$ cat config.mk
export PLATFORM = sky130hd
export DESIGN_NAME = ccheck_driver_flat
export DESIGN_NICKNAME = d
export VERILOG_FILES = /design/src/rtl/ccheck_pkg.sv /design/src/rtl/ccheck_if.sv /design/src/rtl/ccheck_fifo.sv /design/src/rtl/ccheck_driver.sv /design/src/flat_wrapper.sv
export SDC_FILE = /design/constraint.sdc
export NUM_CORES = 1
export LEC_CHECK = 0
export CAP_MARGIN = 25
export CORE_MARGIN = 5
export CORE_UTILIZATION = 59
export DETAILED_ROUTE_END_ITERATION = 7
export PLACE_DENSITY = 0.79
export SLEW_MARGIN = 20
export SYNTH_ARGS = -nofsm -noshare
export SYNTH_HDL_FRONTEND = slang
export SYNTH_SLANG_ARGS = --single-unit
$ cat constraint.sdc
create_clock -name clk -period 28.5 [get_ports clk]
set_clock_uncertainty 0.2 [all_clocks]
set_input_delay 2.85 -clock clk [delete_from_list [all_inputs] [get_ports clk]]
set_output_delay 2.85 -clock clk [all_outputs]
set_load 0.05 [all_outputs]
$ cat src/rtl/ccheck_pkg.sv
// Shared constants and the trace record layout for the CPU-to-checker trace channel.
package ccheck_pkg;

    localparam int DEF_DEPTH = 8;
    localparam int DEF_DW    = 32;
    localparam int DEF_CW    = 16;

    typedef struct packed {
        logic [DEF_DW-1:0] pc;
        logic [DEF_DW-1:0] rs_value;
        logic [DEF_DW-1:0] rt_value;
        logic [DEF_DW-1:0] rd_value;
        logic [DEF_CW-1:0] seq;
    } trace_rec_t;

endpackage

$ cat src/rtl/ccheck_if.sv
// Writeback capture inputs plus the valid/ready trace channel toward the checker.
interface ccheck_if
    import ccheck_pkg::*;
#(
    parameter int DW = DEF_DW,
    parameter int CW = DEF_CW
);
    logic          trace_en;
    logic          wb_valid;
    logic [DW-1:0] wb_pc;
    logic [DW-1:0] wb_rs_value;
    logic [DW-1:0] wb_rt_value;
    logic [DW-1:0] wb_rd_value;
    logic [DW-1:0] pc;
    logic [DW-1:0] rs_value;
    logic [DW-1:0] rt_value;
    logic [DW-1:0] rd_value;
    logic [CW-1:0] seq;
    logic          trace_valid;
    logic          trace_ready;
    logic          fifo_full;
    logic          overflow;
    logic [CW-1:0] drop_count;

    modport master (
        input  trace_en, wb_valid, wb_pc, wb_rs_value, wb_rt_value, wb_rd_value, trace_ready,
        output pc, rs_value, rt_value, rd_value, seq, trace_valid, fifo_full, overflow, drop_count
    );

    modport slave (
        output trace_en, wb_valid, wb_pc, wb_rs_value, wb_rt_value, wb_rd_value, trace_ready,
        input  pc, rs_value, rt_value, rd_value, seq, trace_valid, fifo_full, overflow, drop_count
    );
endinterface

$ cat src/rtl/ccheck_fifo.sv
// Synchronous show-ahead FIFO; pointers carry one extra wrap bit to tell full from empty.
module ccheck_fifo
    import ccheck_pkg::*;
#(
    parameter int  DEPTH = DEF_DEPTH,
    parameter type rec_t = trace_rec_t
) (
    input  logic                     clk,
    input  logic                     reset_n,
    input  logic                     push,
    input  rec_t                     din,
    input  logic                     pop,
    output rec_t                     dout,
    output logic [$clog2(DEPTH):0]   count,
    output logic                     full,
    output logic                     empty
);
    localparam int AW = $clog2(DEPTH);

    rec_t           mem [DEPTH];
    rec_t           last;
    logic [AW:0]    wr_ptr;
    logic [AW:0]    rd_ptr;

    always_ff @(posedge clk) begin
        if (push) begin
            mem[wr_ptr[AW-1:0]] <= din;
        end
    end

    always_ff @(posedge clk) begin
        if (!reset_n) begin
            wr_ptr <= '0;
            rd_ptr <= '0;
        end else begin
            if (push) wr_ptr <= wr_ptr + (AW+1)'(1);
            if (pop)  rd_ptr <= rd_ptr + (AW+1)'(1);
        end
    end

    // Keeps the outputs on the last delivered record once the FIFO runs empty.
    always_ff @(posedge clk) begin
        if (!reset_n) begin
            last <= '0;
        end else if (pop) begin
            last <= mem[rd_ptr[AW-1:0]];
        end
    end

    assign count = wr_ptr - rd_ptr;
    assign empty = (wr_ptr == rd_ptr);
    assign full  = (wr_ptr[AW] != rd_ptr[AW]) && (wr_ptr[AW-1:0] == rd_ptr[AW-1:0]);
    assign dout  = empty ? last : mem[rd_ptr[AW-1:0]];

endmodule

$ cat src/rtl/ccheck_driver.sv
// Producer end of the CPU/checker channel: qualifies writeback pushes, tags sequence numbers,
// tracks drops and maps the FIFO head onto the valid/ready trace port.
module ccheck_driver
    import ccheck_pkg::*;
#(
    parameter int DEPTH = DEF_DEPTH,
    parameter int DW    = DEF_DW,
    parameter int CW    = DEF_CW
) (
    input  logic     clk,
    input  logic     reset_n,
    ccheck_if.master bus
);
    localparam int          AW       = $clog2(DEPTH);
    localparam logic [AW:0] FULL_CNT = DEPTH[AW:0];

    // Local record follows any DW/CW override; the package record fixes the default layout.
    typedef struct packed {
        logic [DW-1:0] pc;
        logic [DW-1:0] rs_value;
        logic [DW-1:0] rt_value;
        logic [DW-1:0] rd_value;
        logic [CW-1:0] seq;
    } rec_t;

    logic          attempt;
    logic          pop;
    logic          push_ok;
    logic          drop;
    rec_t          wr_rec;
    rec_t          head;
    logic [AW:0]   count;
    logic          full;
    logic          empty;
    logic [CW-1:0] seq_ctr;
    logic [CW-1:0] drop_cnt;
    logic          ovf;

    assign attempt = bus.trace_en && bus.wb_valid;
    assign pop     = !empty && bus.trace_ready;
    // A full FIFO still accepts when the head leaves in the same cycle.
    assign push_ok = attempt && (!full || pop);
    assign drop    = attempt && !push_ok;

    assign wr_rec = '{pc:       bus.wb_pc,
                      rs_value: bus.wb_rs_value,
                      rt_value: bus.wb_rt_value,
                      rd_value: bus.wb_rd_value,
                      seq:      seq_ctr};

    ccheck_fifo #(
        .DEPTH (DEPTH),
        .rec_t (rec_t)
    ) u_fifo (
        .clk     (clk),
        .reset_n (reset_n),
        .push    (push_ok),
        .din     (wr_rec),
        .pop     (pop),
        .dout    (head),
        .count   (count),
        .full    (full),
        .empty   (empty)
    );

    // Dropped records still consume a sequence number so the checker sees the gap.
    always_ff @(posedge clk) begin
        if (!reset_n) begin
            seq_ctr  <= '0;
            drop_cnt <= '0;
            ovf      <= 1'b0;
        end else begin
            if (attempt) seq_ctr <= seq_ctr + CW'(1);
            if (drop) begin
                ovf <= 1'b1;
                if (drop_cnt != '1) drop_cnt <= drop_cnt + CW'(1);
            end
        end
    end

    assign bus.pc          = head.pc;
    assign bus.rs_value    = head.rs_value;
    assign bus.rt_value    = head.rt_value;
    assign bus.rd_value    = head.rd_value;
    assign bus.seq         = head.seq;
    assign bus.trace_valid = (count != '0);
    assign bus.fifo_full   = (count == FULL_CNT);
    assign bus.overflow    = ovf;
    assign bus.drop_count  = drop_cnt;

endmodule

$ cat src/flat_wrapper.sv
// flat-port wrapper written by rule: the top's interface ports become plain ports
module ccheck_driver_flat import ccheck_pkg::*;
#(
    parameter int DEPTH = DEF_DEPTH,
    parameter int DW    = DEF_DW,
    parameter int CW    = DEF_CW
)
  (clk, reset_n, bus_trace_en, bus_wb_valid, bus_wb_pc, bus_wb_rs_value, bus_wb_rt_value, bus_wb_rd_value, bus_trace_ready, bus_pc, bus_rs_value, bus_rt_value, bus_rd_value, bus_seq, bus_trace_valid, bus_fifo_full, bus_overflow, bus_drop_count);
  ccheck_if #(.DW(DW), .CW(CW)) bus_i ();
  input  logic clk;
  input  logic reset_n;
  input wire logic [$bits(bus_i.trace_en)-1:0] bus_trace_en;
  input wire logic [$bits(bus_i.wb_valid)-1:0] bus_wb_valid;
  input wire logic [$bits(bus_i.wb_pc)-1:0] bus_wb_pc;
  input wire logic [$bits(bus_i.wb_rs_value)-1:0] bus_wb_rs_value;
  input wire logic [$bits(bus_i.wb_rt_value)-1:0] bus_wb_rt_value;
  input wire logic [$bits(bus_i.wb_rd_value)-1:0] bus_wb_rd_value;
  input wire logic [$bits(bus_i.trace_ready)-1:0] bus_trace_ready;
  output wire logic [$bits(bus_i.pc)-1:0] bus_pc;
  output wire logic [$bits(bus_i.rs_value)-1:0] bus_rs_value;
  output wire logic [$bits(bus_i.rt_value)-1:0] bus_rt_value;
  output wire logic [$bits(bus_i.rd_value)-1:0] bus_rd_value;
  output wire logic [$bits(bus_i.seq)-1:0] bus_seq;
  output wire logic [$bits(bus_i.trace_valid)-1:0] bus_trace_valid;
  output wire logic [$bits(bus_i.fifo_full)-1:0] bus_fifo_full;
  output wire logic [$bits(bus_i.overflow)-1:0] bus_overflow;
  output wire logic [$bits(bus_i.drop_count)-1:0] bus_drop_count;
  assign bus_i.trace_en = bus_trace_en;
  assign bus_i.wb_valid = bus_wb_valid;
  assign bus_i.wb_pc = bus_wb_pc;
  assign bus_i.wb_rs_value = bus_wb_rs_value;
  assign bus_i.wb_rt_value = bus_wb_rt_value;
  assign bus_i.wb_rd_value = bus_wb_rd_value;
  assign bus_i.trace_ready = bus_trace_ready;
  assign bus_pc = bus_i.pc;
  assign bus_rs_value = bus_i.rs_value;
  assign bus_rt_value = bus_i.rt_value;
  assign bus_rd_value = bus_i.rd_value;
  assign bus_seq = bus_i.seq;
  assign bus_trace_valid = bus_i.trace_valid;
  assign bus_fifo_full = bus_i.fifo_full;
  assign bus_overflow = bus_i.overflow;
  assign bus_drop_count = bus_i.drop_count;
  ccheck_driver #(.DEPTH(DEPTH), .DW(DW), .CW(CW)) u_core (.clk(clk), .reset_n(reset_n), .bus(bus_i));
endmodule
==> summary.md, run 1 <==
| Metric | Value |
|---|---|
| Crit Path Category | reg -> out |
| Hold Vio Cnt, Final | 0 |
| # rows | 108 |
| Starting Density | 0.591 |
| GRT Total Usage | 0.241 |
| Vias | 26700 |
| Clock sink count | 1340 |
| Top FF cell, synth | edfxtp_1 |
| Routed length per instance | 25.9 um |
| CTS Root Cell | clkbuf_16 |
| Final Core Density | 0.692 |
| CTS H-Tree Depth | 4 |
| Fin nets | 3181 |
| Detail Placement HPWL | 59600 um |
| First-pass GRT wire length | 170000 um |
| Initial drt markers | 2387 |
| Synthesized flop and latch total | 1340 |
| Crit path required time | 25450 ps |
| Layout Area Growth over Synthesis | 16.9% |
| Netlist Area Pre-Place | 51100 sq um |
| Worst hold path class | reg -> reg |
| Pleak | 18.7 nW |
| TritonCTS clock tree | built |
| Post-CTS Setup Bufs | 0 |
| Sequential element share of the synthesized area | 0.751 |
| Post_cts resized | 0 |
| Die ar. | 92500 sq um |
| Setup TNS | 0 ps |
| Placer Congestion | 0.752 |
| Clock-pin slew on the worst setup and hold paths | 60 ps |
| Arr. time, crit path | 5470 ps |
| Antenna violations before repair | 17 |
| RSZ-0062 raised after global routing | false |
| Number of port buffers | 295 |
| Max clock buf depth | 3 |
| Final wirelength | 112000 um |
| Async S/R FF share, synth | 0 |
| Hold slack | 306 ps |
| Hold buffer count at cts | 0 |
| Status | finished, final reports clean |
| Slew margin rel. | 0.279 |
| CTS Buf Count | 134 |
| Overflow after GRT | 0 |
| Footprint of the multi-input gates | 12000 sq um |
| Pin count of the biggest net entering global routing | 138 |
| Die Span Y | 304 um |
| CP max FO | 51 |
| Syn nets | 2868 |
| Core area | 86300 sq um |
| Number of fillers in the final layout | 5307 |
| Maxcap violations | 0 |
| Minimum clock period | 8520 ps |
| CP Capture Type | output port |
| Commonest non-fill, non-tap cell in the layout | edfxtp_1 |
| Worst-Skew Late Latency | 730 ps |
| Residual DRC | 0 |
| Via count of the first global-routing pass | 27900 |
| Commonest cells after routing, fill and taps aside | edfxtp_1, a21oi_1, clkdlybuf4s50_1, mux4_2, dfxtp_1 |
| Max Slew Vio Count | 0 |
| Ports | 296 |
| IR drop worst, VDD | 0.0781 mV |
| Post-synth cell types | 44 |
| Pwr per Cell Area | 79.7 nW/um^2 |
| DR pass1 iterations | 5 |
| Die Wd | 304 um |
| EDFF count, synth | 1152 |
| Synthesized netlist cell count | 2728 |
| Critical Path Start Type | flop |
| Post-DRT Antenna Nets | 0 |
| Register area | 38400 sq um |
| Final setup violation count | 0 |
| Slew at the pin closest to its max-slew limit | 1080 ps |
| Syn avg cell area | 18.7 sq um |
| Synthesis warning total | 0 |
| Share of cells above drive strength 1 | 0.173 |
| Via/cell ratio | 6.18 |
| Fmax | 0.117 GHz |
| Tcrit/Tclk final | 0.299 |
[cell type report]
| class | instances | share of cell area |
|---|---|---|
| Multi-Input combinational cell | 1208 | 0.201 |
| Timing Repair Buffer | 346 | 0.0597 |
| Inverter | 11 | 0.000691 |
| Clock buffer | 191 | 0.0639 |
| Antenna cell | 10 | 0.000419 |
| Tap cell | 1155 | 0.0242 |
| Sequential cell | 1340 | 0.643 |
| Clock inverter | 58 | 0.00792 |
[per-stage QoR]
stage                     cell area [sq um]  worst slack, ps  total power [mW]  instances
after detailed placement              55300            20130              3.11       4055
final                                 59700            19980              4.76       4319
after global placement                55200            20220              3.09       4050
after global routing                  59700            19390              4.93       4316
after CTS                             59600            19360              4.79       4304
after floorplan                       51100            14080              2.83       2728
[path summary, 6_finish.rpt]
check,cells after the start,slack [ps],endpoint,startpoint
worst min register to register,2,310,u_core.bus.overflow,u_core.bus.overflow
worst max register to register,6,24060,u_core.u_fifo.mem[3][123],u_core.u_fifo.wr_ptr[1]
worst min-delay path,2,310,u_core.bus.overflow,u_core.bus.overflow
worst max-delay path,8,19980,bus_pc[7],flop
[worst max-delay path, stage by stage, from the launching register on]
cell and delay (ps):
dfxtp_4 730, buf_6 650, buf_4 620, buf_12 280, buf_4 640, mux4_2 590
mux2i_1 230, a21oi_1 150, clkdlybuf4s50_1 770
[state kept, by name, summed over array words and instances, names as in the netlist, named ones only]
name,cells
u_core.u_fifo.mem,1152
u_core.u_fifo.last,144
u_core.bus.drop_count,16
u_core.seq_ctr,16
u_core.u_fifo.rd_ptr,4
u_core.u_fifo.wr_ptr,4
u_core.bus.overflow,1
[cell usage after synthesis, drive strengths merged, types with 5 or more instances]
library cell  number  area (sq um)
or3                5          31.3
nor4               9          62.6
inv               10          37.5
buf              113           544
o31ai              8          60.1
nand3             14          75.1
xor2               9          97.6
edfxtp          1152         34600
o21ai            151           756
or4               10          75.1
dfxtp            188          3760
nor2             167           627
ha                 7          87.6
mux4             288          6490
mux2i            151          1510
nor3               6          30.0
nand2             24          90.1
clkbuf            56           210
xnor2              5          43.8
a21oi            309          1550
nand4             11          83.8
nand2b             7          43.8
[where the power goes]
part / switching, mW / internal [mW] / total (mW)
sequential: 0.0251 / 2.17 / 2.20
clock: 0.709 / 0.982 / 1.69
combinational: 0.570 / 0.298 / 0.869
[layer usage]
| layer | wire (um) | track usage | vias to the layer above |
|---|---|---|---|
| met1 | 43000 | 0.319 | 13700 |
| met5 | 88 | 0 | - |
| met3 | 8270 | 0.0525 | 181 |
| met2 | 58300 | 0.412 | 1102 |
| li1 | - | - | 11700 |
| met4 | 2400 | 0.0689 | 14 |
[cell families after synthesis]
family / share of synthesized area
adders and majority gates: 0.00171
muxes: 0.157
xor gates and xnor gates: 0.00277
AOI/OAI and AO/OA: 0.0482
and+or+nand+nor: 0.0241
DFF: 0.751
buffers and inverters: 0.0156
Note: power is estimated with default switching activity, not from simulation.
==> inputs of run 2 (changes only) <==
==> constraint.sdc (replaced) <==
create_clock -name clk -period 8.26 [get_ports clk]
set_clock_uncertainty 0.2 [all_clocks]
set_input_delay 0.826 -clock clk [delete_from_list [all_inputs] [get_ports clk]]
set_output_delay 0.826 -clock clk [all_outputs]
set_load 0.05 [all_outputs]
==> run 2 against run 1 <==
  * Setup slack got worse by 17000 ps
  * Critical path depth shrank 1
  * Routed wire length shrank 0.81%
  * Largest power group unchanged
==> summary.md, run 2 (synthesis results as in run 1) <==
| Metric | Value |
|---|---|
| Max clock buf depth | 3 (unchanged) |
| Fin nets | 3171 (-0.31%) |
| Share of cells above drive strength 1 | 0.173 (about the same) |
| Pin count of the biggest net entering global routing | 181 (+31%) |
| Slew margin rel. | 0.267 (-0.0127) |
| Pwr per Cell Area | 278 nW/um^2 (+250%) |
| Max Slew Vio Count | 0 (unchanged) |
| Detail Placement HPWL | 58100 um (-2.4%) |
| Post_cts resized | 0 (unchanged) |
| Status | finished, final reports clean |
| Clock sink count | 1340 (unchanged) |
| Max reg flops | 1152 (unchanged) |
| Post-DRT Antenna Nets | 0 (unchanged) |
| CP max stage delay | 910 ps (+140 ps) |
| Residual DRC | 0 (unchanged) |
| Dpl ws | 3420 ps (-16700 ps) |
| Setup TNS | 0 ps (unchanged) |
| Vias | 26700 (-0.16%) |
| CTS Root Cell | clkbuf_16 |
| First-pass GRT wire length | 170000 um (about the same) |
| Arr. time, crit path | 4560 ps (-910 ps) |
| Die Span Y | 304 um (unchanged) |
| Antenna violations before repair | 14 (-3) |
| IR drop worst, VDD | 0.245 mV (+210%) |
| Post-CTS Setup Bufs | 0 (unchanged) |
| Hold buffer count at cts | 0 (unchanged) |
| Hold slack | 293 ps (-12.5 ps) |
| Crit-path cells | ha_1 > nand3_1 > or2_4 > buf_4 > nor2_1 > a21oi_1 > clkdlybuf4s50_1 |
| GRT Total Usage | 0.240 (-0.00132) |
| Slowest stage cell, crit path | clkdlybuf4s50_1 |
| Slew at the pin closest to its max-slew limit | 1100 ps (+19.0 ps) |
| Pleak | 18.6 nW (about the same) |
| # rows | 108 (unchanged) |
| Final wirelength | 111000 um (-0.81%) |
| Commonest non-fill, non-tap cell in the layout | edfxtp_1 |
| DR pass1 iterations | 6 (+1) |
| CP max FO | 58 (+14%) |
| Post-Layout Inst Area | 59700 sq um (about the same) |
| RSZ-0062 raised after global routing | false |
| Commonest cells after routing, fill and taps aside | edfxtp_1, a21oi_1, clkdlybuf4s50_1, mux4_2, dfxtp_1 |
| TritonCTS clock tree | built |
| Number of port buffers | 295 (unchanged) |
| Ports | 296 (unchanged) |
| Die Wd | 304 um (unchanged) |
| Maxcap violations | 0 (unchanged) |
| Number of fillers in the final layout | 5213 (-1.8%) |
| Worst hold path class | reg -> reg |
| Crit Path Category | reg -> out |
| Core area | 86300 sq um (unchanged) |
| Fmax | 0.179 GHz |
| Final setup violation count | 0 (unchanged) |
| Initial drt markers | 2610 (+9.3%) |
| Hold Vio Cnt, Final | 0 (unchanged) |
| Register area | 38400 sq um (unchanged) |
| Die ar. | 92500 sq um (unchanged) |
| Layout Area Growth over Synthesis | 17.0% (about the same) |
| Final WS setup | 2670 ps (-17310 ps) |
| Via/cell ratio | 6.19 (about the same) |
| Worst-Skew Late Latency | 700 ps (-30 ps) |
| Routed length per instance | 25.8 um (-0.58%) |
| Starting Density | 0.591 (unchanged) |
| Placed cell count | 4048 (-0.17%) |
| Tot Pwr | 16.6 mW (+250%) |
| Clock-pin slew on the worst setup and hold paths | 60 ps (about the same) |
| Placer Congestion | 0.761 (+1.2%) |
| CTS H-Tree Depth | 4 (unchanged) |
| Critical Path Start Type | flop |
| CP Capture Type | output port |
| Crit path required time | 7230 ps (-18220 ps) |
| Footprint of the multi-input gates | 12000 sq um (+0.10%) |
| Finished Layout Cells | 4309 (-0.23%) |
| Via count of the first global-routing pass | 28200 (+0.88%) |
| Cell Area, Placed | 55300 sq um (about the same) |
| Overflow after GRT | 0 (unchanged) |
| Final Core Density | 0.692 (about the same) |
| CTS Buf Count | 135 (+0.75%) |
| Tcrit/Tclk final | 0.677 |
| Minimum clock period | 5590 ps |
run 2: cell count changes in the layout (fill, tap and decap cells not counted), sizes merged:
cell,before,now
buf,52,41
clkinv,48,39
inv,12,21
bufinv,5,12
clkbuf,191,187
clkinvlp,4,0
diode,10,12
run 2: worst paths after layout:
| check | start | endpoint | slack [ps] | cells after the start |
|---|---|---|---|---|
| setup / recovery | u_core.u_fifo.wr_ptr[1] | bus_rd_value[24] | 2670 | 7 |
| hold / removal | u_core.bus.overflow | u_core.bus.overflow | 290 | 2 |
| setup reg to reg | u_core.u_fifo.wr_ptr[1] | u_core.u_fifo.mem[0][95] | 4270 | 7 |
| hold reg to reg | u_core.bus.overflow | u_core.bus.overflow | 290 | 2 |
run 2: final cells by class:
type	instances	area share
Sequential cell	1340	0.642
Clock buffer	187	0.0617
Tap cell	1155	0.0242
Clock inverter	61	0.0125
Antenna cell	12	0.000503
Inverter	11	0.000691
Timing Repair Buffer	335	0.0574
Multi-Input combinational cell	1208	0.201
run 2: per-layer routing:
metal	part of all wire	track usage
met5	0.00037	0
met3	0.064	0.0438
met4	0.023	0.0728
met2	0.52	0.410
met1	0.39	0.321
run 2: power by group:
group          leakage, nW  internal (mW)  switching, mW
registers             12.1           7.50         0.0950
logic                 4.37           1.03           1.95
clock network         2.17           3.54           2.51
run 2: critical path: cells and delay by family (launching register included):
family	cells	cell delay, ps
buffers and inverters	2	1610
AND/OR/NAND/NOR	3	850
flip-flops	1	560
AO/OA/AOI/OAI	1	450
adder cells (fa/ha/maj)	1	360
